File: src/rtl/adpcm_tx_pkg.sv
// Shared types and helpers for the ADPCM serial transmit path.
package adpcm_tx_pkg;

  localparam logic [1:0] RATE_16K = 2'b00;
  localparam logic [1:0] RATE_24K = 2'b01;
  localparam logic [1:0] RATE_32K = 2'b10;
  localparam logic [1:0] RATE_40K = 2'b11;

  typedef struct packed {
    logic       fs;
    logic [1:0] rate;
    logic [4:0] code;
  } tx_entry_t;

  typedef enum logic {
    ST_IDLE  = 1'b0,
    ST_SHIFT = 1'b1
  } tx_state_t;

  function automatic logic [2:0] code_len(input logic [1:0] rate);
    return {1'b0, rate} + 3'd2;
  endfunction

endpackage

File: src/rtl/adpcm_tx_fifo.sv
// Circular codeword FIFO with wrap-bit pointers; head entry is visible on dout.
module adpcm_tx_fifo
  import adpcm_tx_pkg::*;
#(
  parameter int FIFO_DEPTH = 4
) (
  input  logic      clk,
  input  logic      reset,
  input  logic      push,
  input  logic      pop,
  input  tx_entry_t din,
  output tx_entry_t dout,
  output logic      full,
  output logic      empty
);

  localparam int AW = $clog2(FIFO_DEPTH);

  tx_entry_t   mem [FIFO_DEPTH];
  logic [AW:0] wr_ptr;
  logic [AW:0] rd_ptr;
  logic        do_push;
  logic        do_pop;

  // Extra MSB distinguishes full from empty when the index bits match.
  assign full    = (wr_ptr[AW] != rd_ptr[AW]) && (wr_ptr[AW-1:0] == rd_ptr[AW-1:0]);
  assign empty   = (wr_ptr == rd_ptr);
  assign do_push = push && !full;
  assign do_pop  = pop && !empty;
  assign dout    = mem[rd_ptr[AW-1:0]];

  always_ff @(posedge clk or negedge reset) begin
    if (!reset) begin
      wr_ptr <= '0;
      rd_ptr <= '0;
    end else begin
      if (do_push) wr_ptr <= wr_ptr + 1'b1;
      if (do_pop)  rd_ptr <= rd_ptr + 1'b1;
    end
  end

  always_ff @(posedge clk) begin
    if (do_push) mem[wr_ptr[AW-1:0]] <= din;
  end

endmodule

File: src/rtl/adpcm_ser_tx.sv
// ADPCM codeword serializer: buffers codes and shifts them out MSB-first
// with a bit-enable strobe and a frame-sync marker on the first bit.
//   state    | meaning
//   ST_IDLE  | line quiet, waiting for a queued code
//   ST_SHIFT | emitting bits of the loaded code, BIT_DIV clk per bit
module adpcm_ser_tx
  import adpcm_tx_pkg::*;
#(
  parameter int FIFO_DEPTH = 4,
  parameter int BIT_DIV    = 8
) (
  input  logic       clk,
  input  logic       reset,
  input  logic [7:0] code_in,
  input  logic       code_valid,
  output logic       code_ready,
  input  logic [1:0] rate,
  input  logic       fs_tag,
  output logic       ser_out,
  output logic       ser_bit_en,
  output logic       ser_fs,
  output logic       busy,
  output logic       ovf,
  input  logic       ovf_clr
);

  localparam int               DIV_W    = $clog2(BIT_DIV);
  localparam logic [DIV_W-1:0] DIV_LAST = DIV_W'(BIT_DIV - 1);

  tx_state_t        state, state_nxt;
  tx_entry_t        fifo_din, head;
  logic             full, empty, push, pop;
  logic [2:0]       head_len;
  logic [4:0]       head_aligned;
  logic [4:0]       sreg;
  logic [2:0]       bit_cnt;
  logic [DIV_W-1:0] div_cnt;
  logic             cur_fs, first_bit;
  logic             div_last, last_bit;
  logic             ser_out_d, bit_en_d, fs_d, busy_d;
  logic             unused_code_hi;

  assign unused_code_hi = ^code_in[7:5];

  assign code_ready = !full;
  assign push       = code_valid && !full;
  assign fifo_din   = '{fs: fs_tag, rate: rate, code: code_in[4:0]};

  adpcm_tx_fifo #(.FIFO_DEPTH(FIFO_DEPTH)) u_fifo (
    .clk   (clk),
    .reset (reset),
    .push  (push),
    .pop   (pop),
    .din   (fifo_din),
    .dout  (head),
    .full  (full),
    .empty (empty)
  );

  // Left-align so the MSB of the valid field always leaves from sreg[4].
  assign head_len     = code_len(head.rate);
  assign head_aligned = head.code << (3'd5 - head_len);
  assign div_last     = (div_cnt == DIV_LAST);
  assign last_bit     = (bit_cnt == 3'd0);

  always_ff @(posedge clk or negedge reset) begin
    if (!reset) state <= ST_IDLE;
    else        state <= state_nxt;
  end

  always_comb begin
    state_nxt = state;
    pop       = 1'b0;
    case (state)
      ST_IDLE: begin
        if (!empty) begin
          pop       = 1'b1;
          state_nxt = ST_SHIFT;
        end
      end
      ST_SHIFT: begin
        if (div_last && last_bit) begin
          if (!empty) pop = 1'b1;
          else        state_nxt = ST_IDLE;
        end
      end
      default: state_nxt = ST_IDLE;
    endcase
  end

  always_comb begin
    ser_out_d = 1'b0;
    bit_en_d  = 1'b0;
    fs_d      = 1'b0;
    busy_d    = 1'b0;
    if (state == ST_SHIFT) begin
      ser_out_d = sreg[4];
      bit_en_d  = (div_cnt == '0);
      fs_d      = cur_fs && first_bit;
      busy_d    = 1'b1;
    end
  end

  always_ff @(posedge clk or negedge reset) begin
    if (!reset) begin
      sreg      <= '0;
      bit_cnt   <= '0;
      div_cnt   <= '0;
      cur_fs    <= 1'b0;
      first_bit <= 1'b0;
    end else if (pop) begin
      sreg      <= head_aligned;
      bit_cnt   <= head_len - 3'd1;
      div_cnt   <= '0;
      cur_fs    <= head.fs;
      first_bit <= 1'b1;
    end else if (state == ST_SHIFT) begin
      if (div_last) begin
        div_cnt <= '0;
        if (!last_bit) begin
          sreg      <= {sreg[3:0], 1'b0};
          bit_cnt   <= bit_cnt - 3'd1;
          first_bit <= 1'b0;
        end
      end else begin
        div_cnt <= div_cnt + 1'b1;
      end
    end
  end

  // Overflow set takes priority over a coincident clear.
  always_ff @(posedge clk or negedge reset) begin
    if (!reset) begin
      ser_out    <= 1'b0;
      ser_bit_en <= 1'b0;
      ser_fs     <= 1'b0;
      busy       <= 1'b0;
      ovf        <= 1'b0;
    end else begin
      ser_out    <= ser_out_d;
      ser_bit_en <= bit_en_d;
      ser_fs     <= fs_d;
      busy       <= busy_d;
      if (code_valid && full) ovf <= 1'b1;
      else if (ovf_clr)       ovf <= 1'b0;
    end
  end

endmodule
File: config.mk
export PLATFORM = sky130hd
export DESIGN_NAME = adpcm_ser_tx
export DESIGN_NICKNAME = d
export VERILOG_FILES = /design/src/rtl/adpcm_tx_pkg.sv /design/src/rtl/adpcm_tx_fifo.sv /design/src/rtl/adpcm_ser_tx.sv
export SDC_FILE = /design/constraint.sdc
export NUM_CORES = 1
export LEC_CHECK = 0
export ABC_AREA = 1
export ABC_CLOCK_PERIOD_IN_PS = 4300
export CORE_MARGIN = 2
export CORE_UTILIZATION = 50
export DETAILED_ROUTE_END_ITERATION = 7
export GPL_TIMING_DRIVEN = 0
export PLACE_DENSITY_LB_ADDON = 0.3
export SYNTH_ARGS = -nofsm -noshare
export SYNTH_HDL_FRONTEND = slang
export SYNTH_SLANG_ARGS = --single-unit
File: constraint.sdc
create_clock -name clk -period 4.3 [get_ports clk]
set_clock_uncertainty 0.2 [all_clocks]
set_input_delay 0.645 -clock clk [delete_from_list [all_inputs] [get_ports clk]]
set_output_delay 0.645 -clock clk [all_outputs]
set_load 0.02 [all_outputs]
==> results.yml <==
worst_hold_path:
  min_path_cells: 1
  min_path_type: "register to register"
  holdCritStartpoint: "div_cnt[2]$_DFFE_PN0P_"
  min_to: "ser_bit_en$_DFF_PN0_"
cts:
  cts-root-buf: "clkbuf_8"
  clock_path_buffers: 2
  cts_setup_buffers: 0
  cts_tree: "built"
  cts.sinks: 57
  cts_resized: 0
  path_clk_slew_ps: 60
  cts_max_level: 3
  cts_made_buffers: 9
  clk_latency_ps: 320
  cts_hold_buf: 0
grt:
  grt_max_degree: 26
  grtUsageTotal: 0.169
  grt.overflow.total: 0
  grt_pass1_vias: 1645
  antenna_found_initial: 0
  grt_pass1_wl_um: 7620
die:
  die_w_um: 77.2
  dieArea_mm2: 0.00596
  rows: 26
  coreArea_mm2: 0.00514
  initial_core_util: 0.521
  fp.dieH_um: 77.2
  num_io_pins: 21
final_layout:
  drive_gt1_frac: 0.123
  num_antenna_cells: 0
  design_area_mm2: 0.00313
  syn_to_final_growth_pct: 16.9
  fin_util: 0.609
  fin_nets: 321
yosys:
  synth-edff-count: 32
  syn_inst: 269
  synth_area_leaders: "edfxtp_1 (36%), dfrtp_1 (23%), nand2_1 (9.8%)"
  syn_nets: 293
  synth.most_common_cell: "nand2_1"
  synth_area_mm2: 0.00268
  ys.flop_type: "edfxtp_1"
  yosysTopAreaCell: "edfxtp_1"
  synth.distinct_cells: 26
  ys_warn_count: 0
  ys_seq_area_frac: 0.592
  async_reset_ff_frac: 0.439
  synth-seq-cells: 57
  netlist_top_cells_count: "nand2_1 (70), inv_1 (37), edfxtp_1 (32)"
  post-synth-top-area-fraction: 0.359
  syn-mean-instance-area_um2: 9.96
setup_path:
  worstPathRequired_ps: 3450
  cp_top_family: "buffers and inverters"
  setup.worst_path.start_class: "register"
  ff2ff_setup_slack_ps: 2110
  path_cells: "buf_6, inv_4, nand2_2, nand2_2, nand4_2, clkdlybuf4s50_1"
  path_max_fanout: 9
  r2r_end: "bit_cnt[2]$_DFFE_PN0P_"
  max_stage_delay_ps: 570
  crit_path_end_kind: "primary output"
  crit_slowest_cell: "clkdlybuf4s50_1"
  critPathKind: "register to primary output"
  r2r-start: "div_cnt[0]$_DFFE_PN0P_"
  r2r_cells: 12
  crit_path_frequent_cell: "nand2_2"
  worst-path-buf-inv: 3
  arrival_ps: 1780
sta:
  rsz0062_at_grt: "no"
  post-route-min-period_ps: 2630
  tightest_slew_ps: 1100
  relSlewSlack: 0.262
  drv_slew: 0
  whs_ps: 266
  finalWorstSetupSlack_ps: 1670
  hold_viol_final: 0
  fin_crit_sh: 0.611
  setup_viol: 0
  final.setup.tns_ps: 0
  clock.fmax_ghz: 0.381
routing:
  wire_per_inst_um: 12.2
  vias: 1800
  drc: 0
  routed_wl_um: 4520
  drt_iter0_drc: 73
  first_pass_iters: 5
  via_per_inst: 4.85
  postRouteAntennaNets: 0
power:
  p_leak_nw: 1.43
  ir_drop_mv: 0.335
  powerDensity_mw_per_mm2: 693
placement:
  placed_area_mm2: 0.00294
  gp_congestion: 0.790
  hpwl_um: 3190
  dp_worst_setup_slack_ps: 1770
  port_buffers: 17
job:
  drv_cap: 0
outcome:
  outcome: "completed"
==> cells by family after synthesis <==
logic type | after synthesis | synth area share
simple gates | 129 | 0.218
xor+xnor | 4 | 0.0131
fa+ha+maj | 9 | 0.0420
flops | 57 | 0.592
compound gates | 25 | 0.0528
buf+inv | 45 | 0.0822
==> state kept, by name, summed over array words and instances (netlist names) <==
register,count
u_fifo.mem,32
sreg,5
bit_cnt,3
div_cnt,3
u_fifo.rd_ptr,3
u_fifo.wr_ptr,3
busy,1
cur_fs,1
first_bit,1
ovf,1
ser_bit_en,1
ser_fs,1
ser_out,1
state,1
==> layer usage <==
layer	part of all wire	GRT usage	vias up	routed length [um]
met5	0	0	-	0
met4	0.014	0.0821	0	63
met3	0.037	0.0494	8	167
met2	0.49	0.264	34	2190
met1	0.46	0.216	835	2090
li1	-	-	923	-
==> cell usage in the layout, fill, tap and decap left out, types with 2 or more instances in the layout <==
cell / Yosys / routed
o21ai_0: 13 / 13
buf_4: 2 / 2
clkdlybuf4s50_1: 0 / 17
nand2_4: 3 / 3
o21ai_1: 3 / 3
nand3_1: 25 / 25
edfxtp_1: 32 / 32
a21oi_1: 2 / 2
dfrtp_1: 25 / 25
clkinv_1: 0 / 2
xor2_1: 4 / 4
inv_1: 37 / 37
a21oi_2: 2 / 2
nand2_1: 70 / 70
o22ai_1: 3 / 3
buf_6: 3 / 3
nor2_1: 20 / 20
clkbuf_8: 0 / 11
ha_1: 9 / 9
nand2_2: 7 / 7
==> worst max-delay path by stage <==
| stage | from | endpoint | slack [ps] | cells after the start |
|---|---|---|---|---|
| CTS | u_fifo.rd_ptr[1]$_DFFE_PN0P_ | code_ready | 1640 | 6 |
| detailed placement | code_valid | u_fifo.mem[2][6]$_DFFE_PP_ | 1770 | 3 |
| floorplan | div_cnt[0]$_DFFE_PN0P_ | bit_cnt[2]$_DFFE_PN0P_ | 2330 | 12 |
| global route | u_fifo.rd_ptr[1]$_DFFE_PN0P_ | code_ready | 1570 | 6 |
| global placement | code_valid | u_fifo.mem[0][5]$_DFFE_PP_ | 1780 | 3 |
| finish | u_fifo.rd_ptr[1]$_DFFE_PN0P_ | code_ready | 1670 | 6 |
==> cell type report <==
type                       instances  area [um^2]
fill                             480         2010
sequential                        57         1590
multi-input combinational        167          872
timing repair buffer              17          170
inverter                          39          156
clock buffer                      11          151
tap                               70         87.6
buffer                             6         63.8
clock inverter                     4         42.5
==> per-stage QoR <==
step | std cells | power [mW]
6_report | 371 | 2.17
4_1_cts | 371 | 2.19
2_1_floorplan | 269 | 1.49
3_5_place_dp | 356 | 1.71
5_1_grt | 371 | 2.36
3_3_place_gp | 356 | 1.68
==> power breakdown <==
part,internal (mW),switching [mW]
registers,0.751,0.0788
clock network,0.291,0.194
logic,0.320,0.534
total,1.36,0.807
(Power assumes the default switching activity.)
